$ cat config.mk
export PLATFORM = sky130hd
export DESIGN_NAME = bounce_emulator
export DESIGN_NICKNAME = d
export VERILOG_FILES = /design/src/rtl/bounce_emulator.sv
export SDC_FILE = /design/constraint.sdc
export NUM_CORES = 1
export LEC_CHECK = 0
export ABC_CLOCK_PERIOD_IN_PS = 2900
export BUFFER_PORTS_ARGS = -buffer_cell sky130_fd_sc_hd__clkbuf_2
export CAP_MARGIN = 20
export CELL_PAD_IN_SITES_DETAIL_PLACEMENT = 1
export CELL_PAD_IN_SITES_GLOBAL_PLACEMENT = 1
export CORE_UTILIZATION = 35
export CTS_CLUSTER_DIAMETER = 30
export DETAILED_ROUTE_END_ITERATION = 10
export PLACE_DENSITY = 0.72
export SYNTH_ARGS = -nofsm -noshare
export SYNTH_HDL_FRONTEND = slang
export SYNTH_SLANG_ARGS = --single-unit
$ cat constraint.sdc
create_clock -name CLOCK_50 -period 2.9 [get_ports CLOCK_50]
set_clock_uncertainty 0.1 [all_clocks]
set_input_delay 0.87 -clock CLOCK_50 [delete_from_list [all_inputs] [get_ports CLOCK_50]]
set_output_delay 0.87 -clock CLOCK_50 [all_outputs]
set_load 0.03 [all_outputs]
$ cat src/rtl/bounce_emulator.sv
// Contact-bounce emulator: turns a clean level change into a burst of LFSR-spaced toggles.
// Define BOUNCE_EMU_FIXED_GAP_EN to use a constant MIN_GAP spacing and drop the LFSR.
module bounce_emulator #(
    parameter int unsigned NBOUNCE = 4,
    parameter int unsigned GAPW    = 10,
    parameter int unsigned MIN_GAP = 16,
    parameter logic [15:0] SEED    = 16'hACE1
) (
    input  logic        CLOCK_50,
    input  logic        reset,
    input  logic        clean_in,
    input  logic        bounce_en,
    output logic        bouncy_out,
    output logic        busy,
    output logic [15:0] event_count
);

    typedef enum logic {
        IDLE   = 1'b0,
        BOUNCE = 1'b1
    } state_t;

    localparam logic [8:0] LAST_TOGGLE = 9'(2 * NBOUNCE);

    state_t      state_r;
    state_t      state_next_s;
    logic        sync1_r;
    logic        sync_in_r;
    logic        bouncy_out_r;
    logic        bouncy_next_s;
    logic        busy_r;
    logic [15:0] event_count_r;
    logic [15:0] count_next_s;
    logic [16:0] gap_cnt_r;
    logic [16:0] gap_next_s;
    logic [16:0] gap_s;
    logic [8:0]  toggles_r;
    logic [8:0]  toggles_next_s;

    // Two-flop synchronizer for the asynchronous clean level
    always_ff @(posedge CLOCK_50) begin
        if (reset) begin
            sync1_r   <= 1'b0;
            sync_in_r <= 1'b0;
        end else begin
            sync1_r   <= clean_in;
            sync_in_r <= sync1_r;
        end
    end

`ifdef BOUNCE_EMU_FIXED_GAP_EN
    assign gap_s = 17'(MIN_GAP);
`else
    localparam logic [15:0] SEED_INIT = (SEED == 16'h0000) ? 16'h0001 : SEED;

    function automatic logic [15:0] lfsr_step(input logic [15:0] value);
        logic [15:0] shifted;
        shifted = value >> 1;
        if (value[0]) begin
            return shifted ^ 16'hB400;
        end else begin
            return shifted;
        end
    endfunction

    logic [15:0] lfsr_r;

    // Free-running Galois LFSR supplying the random part of each gap
    always_ff @(posedge CLOCK_50) begin
        if (reset) begin
            lfsr_r <= SEED_INIT;
        end else begin
            lfsr_r <= lfsr_step(lfsr_r);
        end
    end

    assign gap_s = 17'(MIN_GAP) + 17'(lfsr_r[GAPW-1:0]);
`endif

    // State and datapath registers
    always_ff @(posedge CLOCK_50) begin
        if (reset) begin
            state_r       <= IDLE;
            bouncy_out_r  <= 1'b0;
            busy_r        <= 1'b0;
            event_count_r <= 16'h0000;
            gap_cnt_r     <= 17'd0;
            toggles_r     <= 9'd0;
        end else begin
            state_r       <= state_next_s;
            bouncy_out_r  <= bouncy_next_s;
            busy_r        <= (state_next_s == BOUNCE);
            event_count_r <= count_next_s;
            gap_cnt_r     <= gap_next_s;
            toggles_r     <= toggles_next_s;
        end
    end

    // Next-state logic; inputs are only looked at while IDLE, so mid-burst changes wait their turn
    always_comb begin
        state_next_s   = state_r;
        bouncy_next_s  = bouncy_out_r;
        count_next_s   = event_count_r;
        gap_next_s     = gap_cnt_r;
        toggles_next_s = toggles_r;
        case (state_r)
            IDLE: begin
                if (sync_in_r != bouncy_out_r) begin
                    if (bounce_en) begin
                        state_next_s   = BOUNCE;
                        gap_next_s     = gap_s;
                        toggles_next_s = 9'd0;
                    end else begin
                        bouncy_next_s = sync_in_r;
                        count_next_s  = event_count_r + 16'd1;
                    end
                end else begin
                    state_next_s = IDLE;
                end
            end
            BOUNCE: begin
                if (gap_cnt_r != 17'd0) begin
                    gap_next_s = gap_cnt_r - 17'd1;
                end else begin
                    bouncy_next_s  = ~bouncy_out_r;
                    toggles_next_s = toggles_r + 9'd1;
                    gap_next_s     = gap_s;
                    if (toggles_r == LAST_TOGGLE) begin
                        state_next_s = IDLE;
                        count_next_s = event_count_r + 16'd1;
                    end else begin
                        state_next_s = BOUNCE;
                    end
                end
            end
            default: begin
                state_next_s = IDLE;
            end
        endcase
    end

    assign bouncy_out  = bouncy_out_r;
    assign busy        = busy_r;
    assign event_count = event_count_r;

endmodule

---- Word level (Yosys, flattened, before mapping) ----
Cells that the tools add are included.
cells by class
  equal/unequal tests ..................... 7
  muxes and demuxes ....................... 23
  reduce and logical (&&, ||, !) cells .... 5
  add/subtract/negate cells ............... 4
  bitwise gates (word level) .............. 3
operator list
  kind                     count
  $mux W16                 5
  $mux W17                 3
  $pmux W17 S2             1
  $pmux W16 S2             1
  $mux W9                  3
  $pmux W9 S2              1
  $reduce_bool A17 Y1      1
  $sub A17 B1 Y17 const B  1
  $add A16 B1 Y16 const B  1
  $add A5 B10 Y11 const A  1
  $add A9 B1 Y9 const B    1
  $eq A9 B4 Y1 const B     1
  $ne A2 B2 Y1 const B     4
  $mux W1                  7
  $reduce_and A3 Y1        2
  $not A3 Y4               1
  $pmux W1 S2              2
  $reduce_and A4 Y1        1
  $ne A2 B1 Y1 const B     1
  $not A1 Y1               2
  $reduce_and A2 Y1        1
  $ne A1 B1 Y1             1
storage, ports and cells
  register bits ........................... 62
  logic and storage cells ................. 50

---- Logic depth before layout (Yosys ltp) ----
Gate-level depths: netlist (run 1).
  depth in word-level cells ............... 4
  gate-level depth with buffers ........... 9

---- Worst setup path before layout (run 1) ----
OpenSTA, ideal clock, no wires.
  path type ............................... input -> register
  from .................................... input port bounce_en
  to ...................................... register event_count_r[1] (netlist: event_count[1])
  path buffers ............................ 3
  stages .................................. 7
  slack ................................... 0.704 ns
  data arrival time ....................... 1.968 ns
  cell sequence ........................... clkbuf_1 -> nor2_1 -> a2bb2oi_1 -> buf_2 -> buf_2 -> mux2i_1 -> nor2_1
between the ends
  longest elaborated chain between the ends .. 2
RTL lines
  what                         line  text
  from (decl)                  12    input logic bounce_en,
  $ne A2 B2 Y1 (no line)       n/a
  $reduce_and A4 Y1 (no line)  n/a
  to (signal assigned)         93    event_count_r <= count_next_s;
  to (decl)                    32    logic [15:0] event_count_r;
No other way between the ends.
A chain may end at the register's enable or synchronous reset.

---- Worst setup path in the final report (run 1) ----
  from .................................... register gap_cnt_r[0]
  to ...................................... register event_count_r[14] (netlist: event_count[14])
between the ends
  longest elaborated chain between the ends .. 3
RTL lines
  what                         line  text
  from (decl)                  34    logic [16:0] gap_cnt_r;
  from (signal assigned)       94    gap_cnt_r <= gap_next_s;
  $reduce_bool A17 Y1          122   if (gap_cnt_r != 17'd0) begin
  $ne A2 B2 Y1 (no line)       n/a
  $reduce_and A4 Y1 (no line)  n/a
No other way between the ends.

==> results of run 1 <==
area by class of cell:
class | count | area (sq um) | area share (%)
Sequential cell | 62 | 1240 | 35.3
Clock buffer | 10 | 138 | 3.91
Tap cell | 105 | 131 | 3.74
Inverter | 5 | 18.8 | 0.534
Clock inverter | 6 | 67.6 | 1.92
Timing Repair Buffer | 28 | 158 | 4.48
Multi-Input combinational cell | 274 | 1760 | 50.1
placed cells by master, fill, tap and decap left out, types with 6 or more instances in the layout:
master,count
xnor2_1,8
o21ai_0,19
buf_4,7
or2_2,10
nand2_1,23
nand4_1,8
nor2b_1,12
clkbuf_2,21
nand3_1,22
and3_1,9
a21oi_1,33
dfxtp_1,62
or3_1,18
a31oi_1,12
nor2_1,17
clkbuf_8,10
or4_1,6
ha_1,6
nor3_1,11
final timing paths:
path	slack, ps	depth (start not counted)	end	from
setup / recovery	380	8	event_count[14]	gap_cnt_r[0]
hold reg to reg	320	1	lfsr_r[11]	lfsr_r[12]
setup reg to reg	380	8	event_count[14]	gap_cnt_r[0]
hold / removal	320	1	lfsr_r[11]	lfsr_r[12]
through the flow:
step           std cells  worst slack (ps)
2_1_floorplan        357               704
3_3_place_gp         474               462
3_5_place_dp         474               365
4_1_cts              490               305
5_1_grt              490               149
6_report             490               380
sequential cells by signal, summed over array words and instances (netlist names):
register,flops
lfsr_r,16
busy,1
event_count,16
gap_cnt_r,17
sync1_r,1
bouncy_out,1
toggles_r,9
sync_in_r,1
cell families after synthesis:
kind of cell	count (synthesis)	share of synthesized area [%]
flip-flops	62	40.2
XOR/XNOR	11	3.12
AND/OR/NAND/NOR	163	31.9
AO/OA/AOI/OAI	87	17.1
multiplexers	7	2.35
buffers and inverters	21	2.88
adder cells (fa/ha/maj)	6	2.43
per-layer routing:
layer / track usage, % / up-vias
met5: 0 / -
met4: 6.47 / 0
met3: 4.98 / 16
met2: 33.6 / 24
met1: 24.7 / 1377
li1: - / 1371
power by group:
part / internal, mW / leakage, nW / switching [mW]
Combinational: 0.198 / 0.733 / 0.323
Sequential: 0.895 / 0.506 / 0.0539
Clock: 0.424 / 0.0993 / 0.366
Total: 1.52 / 1.34 / 0.744
critical path, cell delays in order (launching register included):
cell	delay [ps]
dfxtp_1	360
inv_1	90
ha_1	170
nand2b_1	180
nand3b_2	410
a2bb2oi_2	210
buf_4	230
or4b_1	530
a21oi_1	170
==> results_dict.tcl, run 1 <==
set metrics [dict create \
    final_antenna_net_count 0 \
    htree_num_levels 3 \
    drt-met1-wl_um 3890 \
    ir_worst_vdd_uv 322 \
    hold_ws_ps 321 \
    power_density_nw_per_um2 643 \
    synth_warnings 0 \
    period_share_pct 86.9 \
    nNetsFinal 390 \
    required_ps 3080 \
    totalWireLength_um 8120 \
    worst_pin_slew_ps 869 \
    power.leakage_nw 1.34 \
    numCtsBuffers 9 \
    dpl.hpwl_um 5880 \
    dr_wl_met2_um 3930 \
    setup_violations 0 \
    synth-seq-area-share_pct 40.2 \
    syn_inst 357 \
    syn_area_per_cell_sq_um 8.65 \
    fin_setup_tns_ps 0 \
    clk_pin_slew_ps 80 \
    io_buffers 21 \
    async_reset_ff_share_pct 0 \
    clock-sinks 62 \
    grt_pass1_vias 2847 \
    max_cap_violations 0 \
    clkLatencyLatePin_ps 340 \
    synth-seq-cells 62 \
    finalMaxSlewViolations 0 \
    cts_buffer_depth 2 \
    fin_area_sq_um 3520 \
    hp-class "reg -> reg" \
    vias 2788 \
    track_usage_pct 19.9 \
    cts_resized 0 \
    synth.area.top_cells "dfxtp_1, a21oi_1, or3_1" \
    synth.distinct_cells 54 \
    dr.pass1.iters 4 \
    cp-end-kind "flip-flop" \
    post_cts_buffers 0 \
    dr_wl_met3_um 175 \
    syn_to_final_growth_pct 13.9 \
    synth_flop_cell "dfxtp_1" \
    core_sq_um 8380 \
    synth_edf_count 0 \
    highest_layer "met4" \
    pin_count 22 \
    grt_pass1_wl_um 13900 \
    p_total_mw 2.26 \
    syn_area_sq_um 3090 \
    yosysTopAreaCell "dfxtp_1" \
    yosys.area.top_type_share_pct 40.2 \
    hold_violations 0 \
    status "complete, no violations" \
    start_kind "flip-flop" \
    dpl_cell_area_sq_um 3310 \
    die_w_um 95.9 \
    synth.most_common_cell "dfxtp_1" \
    grt.overflow.total 0 \
    cts_tree "yes" \
    drive_gt1_share_pct 16.9 \
    crit_type "reg -> reg" \
    syn-num-nets 367 \
    grt_max_degree 36 \
    worst-endpoint-arrival_ps 2700 \
    synthTopCellsByCount "dfxtp_1, a21oi_1, nand2_1" \
    die_area_sq_um 9200 \
    cp_max_fo 30 \
    antenna_found_initial 0 \
    gp_congestion 0.774 \
    fill_cells 998 \
    fin_util_pct 42.0 \
    hold_buffers 0 \
    fin_crit_ps 2520 \
    die_h_um 95.9 \
    diodes 0 \
    max_freq_ghz 0.397 \
    maxSlewHeadroom_pct 41.9 \
    grt_setup_unrepaired "false" \
    root_buffer "clkbuf_8" \
    drt_iter0_markers 119 \
    rows 33 \
    start_util_pct 36.8 \
    avgViaCountPerCell 5.69 \
    drc 0 \
    wire_per_inst_um 16.6 \
]
Power figures use the tool's default switching activity.
==> inputs of run 2 (changes only) <==
- RECOVER_POWER: default -> 25
==> results_dict.tcl, run 2 (same netlist as run 1, synthesis figures left out) <==
set metrics [dict create \
    clock-sinks 62 \
    vias 2791 \
    cp_max_fo 30 \
    grt_pass1_wl_um 13900 \
    final_cell_mix "dfxtp_1, a21oi_1, nand2_1, nand3_1" \
    clkLatencyLatePin_ps 340 \
    root_buffer "clkbuf_8" \
    track_usage_pct 19.9 \
    period_share_pct 86.9 \
    numCtsBuffers 9 \
    syn_to_final_growth_pct 13.7 \
    worst_r2r_path_depth 8 \
    min_path_cells 1 \
    hp-class "reg -> reg" \
    cp-end-kind "flip-flop" \
    critPathTopFamily "simple AND/OR/NAND/NOR gates" \
    dr_wl_met3_um 177 \
    start_util_pct 36.8 \
    cts_buffer_depth 2 \
    drt_iter0_markers 119 \
    setup_violations 0 \
    cts_tree "yes" \
    die_w_um 95.9 \
    multi_input_area_sq_um 1760 \
    core_sq_um 8380 \
    final_antenna_net_count 0 \
    final_common_cell "dfxtp_1" \
    max_cap_violations 0 \
    post_cts_buffers 0 \
    drive_gt1_share_pct 16.1 \
    diodes 0 \
    htree_num_levels 3 \
    grt_max_degree 36 \
    path_buf_inv 2 \
    pin_count 22 \
    fin_setup_tns_ps 0 \
    drt-met1-wl_um 3890 \
    cp_slowest_cell "or4b_1" \
    finalMaxSlewViolations 0 \
    holdCritStartpoint "lfsr_r[12]" \
    die_area_sq_um 9200 \
    status "complete, no violations" \
    crit_type "reg -> reg" \
    ir_worst_vdd_uv 322 \
    start_kind "flip-flop" \
    highest_layer "met4" \
    maxSlewHeadroom_pct 13.4 \
    gp_congestion 0.774 \
    max_freq_ghz 0.397 \
    worst_path_largest_cell_delay_ps 530 \
    fill_cells 1000 \
    totalWireLength_um 8120 \
    dr.pass1.iters 4 \
    antenna_found_initial 0 \
    dp_slack_ps 365 \
    clk_pin_slew_ps 80 \
    power.leakage_nw 1.33 \
    r2r-start "gap_cnt_r[0]" \
    die_h_um 95.9 \
    cp_cell_sequence "inv_1 > ha_1 > nand2b_1 > nand3b_2 > a2bb2oi_2 > buf_4 > or4b_1 > a21oi_1" \
    hold_buffers 0 \
    drc 0 \
    avgViaCountPerCell 5.70 \
    cp.depth 8 \
    required_ps 3080 \
    wire_per_inst_um 16.6 \
    grt.overflow.total 0 \
    max_flop_register "gap_cnt_r" \
    worst_pin_slew_ps 1300 \
    nNetsFinal 390 \
    cp-startpoint "gap_cnt_r[0]" \
    seqCellArea_sq_um 1240 \
    worst-endpoint-arrival_ps 2700 \
    dpl.hpwl_um 5880 \
    rows 33 \
    dr_wl_met2_um 3930 \
    final.setup.worst_slack_ps 380 \
    io_buffers 21 \
    power_density_nw_per_um2 644 \
    hold_violations 0 \
    fin_crit_ps 2520 \
    grt_setup_unrepaired "false" \
    grt_pass1_vias 2847 \
    largest_register_ffs 17 \
    cts_resized 0 \
]
==> run 2: layout make-up <==
class	instances	area share (%)
clock buffers	10	3.92
clock inverters	6	1.92
inverters	5	0.535
multi-input cells	274	50.2
flip-flops and latches	62	35.4
well taps	105	3.74
repair buffers	28	4.31
==> run 2: worst paths after layout <==
path | end | slack (ps)
setup / recovery | event_count[14] | 380
hold / removal | lfsr_r[11] | 320
setup reg to reg | event_count[14] | 380
hold reg to reg | lfsr_r[11] | 320
==> run 2: power breakdown <==
group	total, mW	leakage (nW)	internal, mW	switching, mW
clock network	0.791	0.0993	0.424	0.366
registers	0.949	0.506	0.895	0.0539
logic	0.521	0.723	0.197	0.323
==> run 2: per-layer routing <==
| metal | vias up | track usage, % |
|---|---|---|
| li1 | 1372 | - |
| met1 | 1379 | 24.7 |
| met2 | 24 | 33.6 |
| met3 | 16 | 4.98 |
| met4 | 0 | 6.47 |
| met5 | - | 0 |
==> run 2: through the flow <==
step                      util (%)  power [mW]  hold slack, ps  cells  cell area [sq um]
after global routing          41.9        2.39             341    490               3510
after floorplan                  -        1.35             289    357               3090
after CTS                     42.0        2.29             329    490               3520
after global placement        39.5        1.47             300    474               3310
after detailed placement      39.5        1.49             312    474               3310
final                         41.9        2.26             321    490               3510
==> inputs of run 3 (changes only) <==
- CORE_ASPECT_RATIO: default -> 0.8
- CORE_MARGIN: default -> 2
- TNS_END_PERCENT: default -> 1
==> results_dict.tcl, run 3 (same netlist as run 1, synthesis figures left out) <==
set metrics [dict create \
    hp-class "reg -> reg" \
    final_cells 497 \
    worst-endpoint-arrival_ps 2720 \
    power.leakage_nw 1.34 \
    largest_register_ffs 17 \
    hold_buffers 0 \
    pin_count 22 \
    io_buffers 21 \
    syn_to_final_growth_pct 14.6 \
    final.setup.worst_slack_ps 307 \
    htree_num_levels 3 \
    cp_max_fo 10 \
    setup_violations 0 \
    die_w_um 109 \
    cts_buffer_depth 2 \
    ir_worst_vdd_uv 398 \
    dpl.hpwl_um 5820 \
    final_antenna_net_count 0 \
    clock-sinks 62 \
    dr.pass1.iters 4 \
    worst_pin_slew_ps 964 \
    max_cap_violations 0 \
    pwr-share-seq_pct 40.2 \
    totalWireLength_um 8110 \
    nNetsFinal 390 \
    status "complete, no violations" \
    avgViaCountPerCell 5.55 \
    clkPwrFrac_pct 37.6 \
    numCtsBuffers 9 \
    fin_crit_ps 2590 \
    gp_congestion 0.854 \
    p_sw_mw 0.766 \
    cp-end-kind "flip-flop" \
    dp_slack_ps 351 \
    clk_pin_slew_ps 80 \
    grt.overflow.total 0 \
    fill_cells 1005 \
    core_sq_um 8520 \
    grt_pass1_vias 2713 \
    drive_gt1_share_pct 16.1 \
    grt_setup_unrepaired "false" \
    finalMaxSlewViolations 0 \
    max_freq_ghz 0.386 \
    hold_violations 0 \
    die_area_sq_um 9590 \
    drc 0 \
    fin_area_sq_um 3540 \
    wire_per_inst_um 16.3 \
    post_cts_buffers 0 \
    internal-power_mw 1.59 \
    p_total_mw 2.36 \
    track_usage_pct 18.5 \
    rows 30 \
    period_share_pct 89.4 \
    power_density_nw_per_um2 666 \
    required_ps 3030 \
    vias 2760 \
    cts_tree "yes" \
    grt_max_degree 31 \
    cts_resized 0 \
    die_h_um 88.0 \
    fin_setup_tns_ps 0 \
    max_flop_register "gap_cnt_r" \
    diodes 0 \
    clkLatencyLatePin_ps 350 \
    crit_type "reg -> reg" \
    swShare_pct 32.5 \
    final_common_cell "dfxtp_1" \
    dp.cells 481 \
    start_kind "flip-flop" \
    root_buffer "clkbuf_8" \
    dpl_cell_area_sq_um 3320 \
    maxSlewHeadroom_pct 35.7 \
    drt_iter0_markers 89 \
    antenna_found_initial 0 \
    start_util_pct 36.2 \
    final_cell_mix "dfxtp_1, a21oi_1, nand2_1, nand3_1, clkbuf_2" \
    grt_pass1_wl_um 13800 \
    pwr-share-comb_pct 22.2 \
]
[run 3: cell count changes in the layout (fill, tap and decap cells not counted)]
cell / previous run / this run
clkinvlp_4: 2 / 0
buf_4: 6 / 5
bufinv_16: 1 / 2
clkbuf_2: 19 / 20
clkbuf_8: 10 / 9
inv_6: 2 / 3
inv_8: 0 / 1
[run 3: routing by layer]
layer	vias to the layer above	GRT usage, %	share of wire [%]
met4	0	7.11	1.7
met2	33	28.0	44
met5	-	0	0
met1	1344	26.0	51
met3	11	3.87	3.0
li1	1372	-	-
[run 3: path summary, 6_finish.rpt]
check | start | end | slack (ps) | depth (start not counted)
setup / recovery | gap_cnt_r[0] | gap_cnt_r[1] | 310 | 7
hold / removal | lfsr_r[12] | lfsr_r[11] | 330 | 1
setup reg to reg | gap_cnt_r[0] | gap_cnt_r[1] | 310 | 7
hold reg to reg | lfsr_r[12] | lfsr_r[11] | 330 | 1
[run 3: power by group through the flow]
stage          Clock (mW)  Sequential [mW]  Combinational, mW
2_1_floorplan           0            0.959              0.386
3_3_place_gp            0            0.965              0.506
3_5_place_dp            0            0.968              0.520
4_1_cts             0.904            0.948              0.522
5_1_grt             0.946            0.956              0.581
6_report            0.885            0.948              0.522
[run 3: cell type report]
cell class	instances	area [sq um]	share of cell area, %
flip-flops and latches	62	1240	35.1
multi-input cells	274	1760	49.8
repair buffers	28	149	4.21
clock inverters	7	103	2.90
clock buffers	9	124	3.50
well taps	112	140	3.96
inverters	5	18.8	0.530
[run 3: stage by stage]
stage,utilization [%],hold WS [ps]
floorplan,-,289
global placement,39.0,300
detailed placement,39.0,305
CTS,41.6,332
global route,41.5,359
finish,41.5,332
[run 3: worst max-delay path, cell delays in order, from the launching register on]
cell	delay, ps
dfxtp_1	400
inv_1	100
ha_1	230
nand2b_1	240
nor4b_4	100
a21boi_1	770
nor3_1	120
a2111oi_0	420
